==> src/rtl/mips_multicycle_sequencer.sv <==
// Multicycle MIPS control sequencer: fetch/decode/exec/mem/wb/retire FSM that
// owns the PC and retired-instruction counter and gates datapath strobes per phase.
module mips_multicycle_sequencer #(
  parameter logic [31:0] RESET_PC    = 32'h0000_0000,
  parameter int unsigned PC_STEP     = 4,
  parameter int unsigned MEM_TIMEOUT = 8
) (
  input  logic        clk,
  input  logic        reset,
  input  logic        start,
  input  logic [5:0]  opcode,
  input  logic        mem_ready,
  output logic [31:0] pc,
  output logic        ir_load,
  output logic        alu_en,
  output logic        mem_read,
  output logic        mem_write,
  output logic        reg_write,
  output logic        mem_to_reg,
  output logic        alu_src,
  output logic        reg_dest,
  output logic [1:0]  alu_op,
  output logic        busy,
  output logic        halted,
  output logic        error,
  output logic [15:0] instr_count,
  output logic [2:0]  state_dbg
);

  typedef enum logic [2:0] {
    S_IDLE   = 3'd0,
    S_FETCH  = 3'd1,
    S_DECODE = 3'd2,
    S_EXEC   = 3'd3,
    S_MEM    = 3'd4,
    S_WB     = 3'd5,
    S_RETIRE = 3'd6,
    S_HALT   = 3'd7
  } state_t;

  typedef enum logic [1:0] {
    K_RTYPE = 2'd0,
    K_LW    = 2'd1,
    K_SW    = 2'd2
  } kind_t;

  localparam logic [5:0]  OP_RTYPE = 6'b000000;
  localparam logic [5:0]  OP_LW    = 6'b100011;
  localparam logic [5:0]  OP_SW    = 6'b101011;
  localparam logic [5:0]  OP_HALT  = 6'b111111;
  localparam logic [31:0] PC_INC   = 32'(PC_STEP);
  localparam logic [7:0]  TMO_LAST = 8'(MEM_TIMEOUT - 1);

  state_t      state_q, state_d;
  kind_t       kind_q, kind_d;
  logic [31:0] pc_q, pc_d;
  logic [15:0] cnt_q, cnt_d;
  logic        err_q, err_d;
  logic [7:0]  tmo_q, tmo_d;

  always_ff @(posedge clk or posedge reset) begin
    if (reset) begin
      state_q <= S_IDLE;
      kind_q  <= K_RTYPE;
      pc_q    <= RESET_PC;
      cnt_q   <= 16'd0;
      err_q   <= 1'b0;
      tmo_q   <= 8'd0;
    end else begin
      state_q <= state_d;
      kind_q  <= kind_d;
      pc_q    <= pc_d;
      cnt_q   <= cnt_d;
      err_q   <= err_d;
      tmo_q   <= tmo_d;
    end
  end

  always_comb begin
    state_d    = state_q;
    kind_d     = kind_q;
    pc_d       = pc_q;
    cnt_d      = cnt_q;
    err_d      = err_q;
    tmo_d      = tmo_q;
    ir_load    = 1'b0;
    alu_en     = 1'b0;
    mem_read   = 1'b0;
    mem_write  = 1'b0;
    reg_write  = 1'b0;
    mem_to_reg = 1'b0;
    alu_src    = 1'b0;
    reg_dest   = 1'b0;
    alu_op     = 2'b00;
    unique case (state_q)
      S_IDLE: if (start) state_d = S_FETCH;
      S_FETCH: begin
        ir_load = 1'b1;
        state_d = S_DECODE;
      end
      // opcode is only looked at here; later phases use the latched kind_q
      S_DECODE: begin
        case (opcode)
          OP_RTYPE: begin kind_d = K_RTYPE; state_d = S_EXEC; end
          OP_LW:    begin kind_d = K_LW;    state_d = S_EXEC; end
          OP_SW:    begin kind_d = K_SW;    state_d = S_EXEC; end
          OP_HALT:  state_d = S_HALT;
          default: begin
            err_d   = 1'b1;
            state_d = S_HALT;
          end
        endcase
      end
      S_EXEC: begin
        alu_en = 1'b1;
        tmo_d  = 8'd0;
        if (kind_q == K_RTYPE) begin
          alu_op   = 2'b10;
          reg_dest = 1'b1;
          state_d  = S_WB;
        end else begin
          alu_src = 1'b1;
          state_d = S_MEM;
        end
      end
      // a ready arriving on the last allowed cycle still completes the access
      S_MEM: begin
        mem_read  = (kind_q == K_LW);
        mem_write = (kind_q == K_SW);
        if (mem_ready) begin
          state_d = (kind_q == K_LW) ? S_WB : S_RETIRE;
        end else if (tmo_q == TMO_LAST) begin
          err_d   = 1'b1;
          state_d = S_HALT;
        end else begin
          tmo_d = tmo_q + 8'd1;
        end
      end
      S_WB: begin
        reg_write  = 1'b1;
        mem_to_reg = (kind_q == K_LW);
        reg_dest   = (kind_q == K_RTYPE);
        state_d    = S_RETIRE;
      end
      S_RETIRE: begin
        pc_d    = pc_q + PC_INC;
        cnt_d   = cnt_q + 16'd1;
        state_d = start ? S_FETCH : S_IDLE;
      end
      S_HALT: state_d = S_HALT;
      default: state_d = S_IDLE;
    endcase
  end

  assign pc          = pc_q;
  assign instr_count = cnt_q;
  assign error       = err_q;
  assign busy        = (state_q != S_IDLE) && (state_q != S_HALT);
  assign halted      = (state_q == S_HALT);
  assign state_dbg   = state_q;

endmodule
==> config.mk <==
export PLATFORM = sky130hd
export DESIGN_NAME = mips_multicycle_sequencer
export DESIGN_NICKNAME = d
export VERILOG_FILES = /design/src/rtl/mips_multicycle_sequencer.sv
export SDC_FILE = /design/constraint.sdc
export NUM_CORES = 1
export LEC_CHECK = 0
export ABC_AREA = 1
export CORE_UTILIZATION = 45
export DETAILED_ROUTE_END_ITERATION = 16
export PLACE_DENSITY = 0.75
export SLEW_MARGIN = 10
export SYNTH_ARGS = -nofsm -noshare
export SYNTH_HDL_FRONTEND = slang
export SYNTH_SLANG_ARGS = --single-unit
==> constraint.sdc <==
create_clock -name clk -period 1.8 [get_ports clk]
set_input_delay 0.36 -clock clk [delete_from_list [all_inputs] [get_ports clk]]
set_output_delay 0.36 -clock clk [all_outputs]
set_load 0.01 [all_outputs]
==> key figures <==
Clocking
  – Clock tree sinks: 60
  – Clock buffer count from CTS: 9
  – Maximum number of buffers from clock root to sink: 2
  – Number of buffers inserted for hold repair after clock tree synthesis: 0
  – TritonCTS clock tree: built
  – CTS H-Tree Depth: 3
  – Clk slew on worst S/H paths: ~0.070 ns
  – Clk_lat worst skew: 0.33 ns
  – CTS root buf: clkbuf_8

STA
  – Share of the clock period used by the worst path: 0.9778
  – TNS Setup: 0 ns
  – Worst-margin pin slew: about 0.52 ns
  – Setup-failing EPs final: 0
  – Pins over their slew limit: 0
  – Max_slew headroom: 0.6514
  – Final count of hold timing violations: 0
  – Highest Clock Rate: 0.5682 GHz
  – Minimum period implied by the final worst setup slack: 1.760 ns
  – Skew final: 0.007418 ns
  – Least setup slack across all paths after layout: 0.03995 ns

Yosys
  – Dominant cells by area after synthesis: dfrtp_1 (44%), nand2_1 (13%), inv_1 (5.8%)
  – Post-synthesis instance total: around 440
  – Seq cells post-synth: 60
  – Number of distinct library cells after synthesis: 32
  – Synth top cells by count: nand2_1 (121), dfrtp_1 (60), inv_1 (53)
  – Fraction of synthesis flops using an asynchronous set or reset pin: 1.000
  – Cell with the most instances after synthesis: nand2_1
  – Number of warnings issued by yosys: 0
  – Share of the synthesized area in the top cell type: 0.4372
  – Netlist area before placement: 3435 um2
  – Most frequently used flop master after synthesis: dfrtp_1
  – Largest area contributor in the synthesized netlist: dfrtp_1
  – Avg Inst Size Synth: approximately 7.8 um2
  – Count of flip-flops with a built-in enable after synthesis: 0
  – Portion of the post-synthesis area used by sequential elements: 0.4372

Setup path
  – Critical path endpoint category: primary output
  – Cells traversed along the worst timing path: buf_4 > nand2_4 > nor2_4 > buf_4 > dlygate4sd2_1
  – Required arrival time at the worst endpoint: 1.44 ns
  – Crit path DAT: 1.40 ns
  – Kind of critical path: reg -> out
  – Maximum fanout along the worst path: 5
  – Capturing point of the worst reg2reg path: pc[23]
  – Worst path max stage delay: 0.39 ns
  – Cell type group with the largest total delay on the critical path: buffers and inverters
  – Worst Path Buf+Inv: 3
  – Library cell contributing the largest single delay on the critical path: dfrtp_1
  – Register-to-register setup slack: 0.14 ns
  – Cell depth of the worst flop-to-flop path: 8
  – Kind of start point of the critical path: flip-flop
  – Crit-path most repeated cell: buf_4
  – Crit Reg-Reg Startpoint: state_dbg[1]

Power
  – Sw Ratio: 0.3460
  – IR Drop Worst-Case VDD: a little under 0.9 mV
  – Ratio of total power to cell area: 1080 nW/um2
  – Relative contribution of combinational cells to total power: 0.375
  – Internal power of the cells: roughly 0.0033 W
  – Clock share of power: 0.280
  – Total net switching power: 0.001764 W
  – Static power due to leakage: 2.298 nW
  – Sequential group share of total power: 0.345

Floorplan
  – Die Outline Area: 7986 um2
  – Num ports: 74
  – Core area: approximately 7300 um2
  – Die Span Y: between 80 and 90 um
  – Initial core utilization: 0.4685
  – Die outline width: 89.37 um
  – Count of standard-cell rows: 31

Place
  – Post-DP Area: 4372 um2
  – Final GP Congestion: around 0.85
  – Detailed-placement wirelength estimate: 6173 um
  – Worst slack at placement: -0.05944 ns
  – PortBufs: 70

Final layout
  – Post-Route Utilization: 0.6438
  – Proportion of layout cells with a drive suffix above 1: 0.1658
  – Fill cell total of the finished layout: 632
  – Net total in the final layout: roughly 560
  – N_diodes: 0
  – Layout Cell Area excl Fill: 4720 um2
  – Post-synthesis to final-layout area growth: 37.41%

Status
  – Run status: complete, no violations

Drt
  – WL final: 8421 um
  – Router iterations before antenna repair: 6
  – DRC: 0
  – Antenna-violating nets left: 0
  – Detail-routed via count per cell: 4.992
  – Drt wl/cell: 13.00 um
  – Total via count in the routed design: roughly 3200
  – Initial drt markers: around 190

Global route
  – Largest net degree at the start of global routing: 22
  – Number of antenna violations at the first check in global routing: 0
  – Via count of the first global-routing pass: 3057
  – First-pass GRT wire length: 14030 um
  – Global-route usage over all layers: 0.2285
  – Total congestion overflow after global routing: 0

Min path
  – Path category of the worst min-delay check: in -> async

Job
  – Max Cap Violations: 0
==> final cells by class <==
class                      count  area (um2)  share of cell area
clock buffer                  12       165.2             0.03499
inverter                      58       221.5             0.04692
timing repair buffer          95       897.1              0.1901
sequential                    60        1503              0.3184
clock inverter                 4       70.07             0.01485
tap                           99       123.9             0.02625
multi-input combinational    320        1739              0.3685
==> state kept, by name, summed over array words and instances (netlist names) <==
signal       cells
tmo_q            8
state_dbg        3
pc              30
error            1
kind_q           2
instr_count     16
==> layout by cell type, fill, tap and decap left out, types with 8 or more instances in the layout <==
master and instances:
nor3_1 10, nor2_4 8, dfrtp_1 59, clkbuf_8 12, o21ai_0 12, clkdlybuf4s50_1 57
inv_1 52, nand2_1 118, a21oi_1 8, nor2_1 47, nand4_1 17, xnor2_1 11
buf_4 21, xor2_1 20, nand3_1 30
==> kinds of logic after synthesis <==
kind of cell               share of synthesized area
xor gates and xnor gates                     0.08160
other                                       0.001092
buffers and inverters                        0.07614
AOI/OAI and AO/OA                            0.03643
DFF                                           0.4372
and+or+nand+nor                               0.3566
adders and majority gates                    0.01093
==> worst register-to-register path, delay by kind of cell (launching register included) <==
| kind | cells | cell delay (ns) |
|---|---|---|
| buf+inv | 2 | 0.28 |
| flops | 1 | 0.39 |
| simple gates | 5 | 0.73 |
| xor+xnor | 1 | 0.15 |
==> per-layer routing <==
layer,share of wire,GRT usage
met3,0.045,0.03786
met5,0,0
met4,0.017,0.08658
met2,0.48,0.3754
met1,0.46,0.3031
==> metrics by stage <==
stage	hold slack, ns	std cells	power [W]
after global routing	0.4641	648	0.005410
after detailed placement	0.4656	622	0.003483
after CTS	0.4365	642	0.004995
after global placement	0.4751	622	0.003459
after floorplan	0.4659	443	0.002660
final	0.4171	648	0.005097
==> how the worst max path moves through the flow <==
stage | slack [ns] | end | cells past startpoint | from
detailed placement | -0.06 | reg_dest | 5 | state_dbg[1]
finish | 0.04 | alu_en | 5 | state_dbg[0]
CTS | -0.0007 | alu_op[1] | 7 | state_dbg[0]
global route | -0.003 | busy | 6 | state_dbg[1]
floorplan | 0.23 | reg_dest | 5 | state_dbg[0]
global placement | -0.02 | reg_dest | 5 | state_dbg[1]
==> what timing repair did <==
item,in CTS,in global routing
pin swaps,1,3
gates resized for setup,41,14
hold endpoints to repair,0,0
setup buffers,4,5
gates cloned,0,1
endpoints found under the setup margin,12,11
==> power groups by stage <==
stage               combinational, W  sequential [W]  clock [W]
global route                 0.00211         0.00179    0.00151
global placement             0.00169         0.00177          0
CTS                          0.00179         0.00175    0.00146
floorplan                   0.000822         0.00184          0
finish                       0.00191         0.00176    0.00143
detailed placement           0.00171         0.00178          0
(Power assumes the default switching activity.)
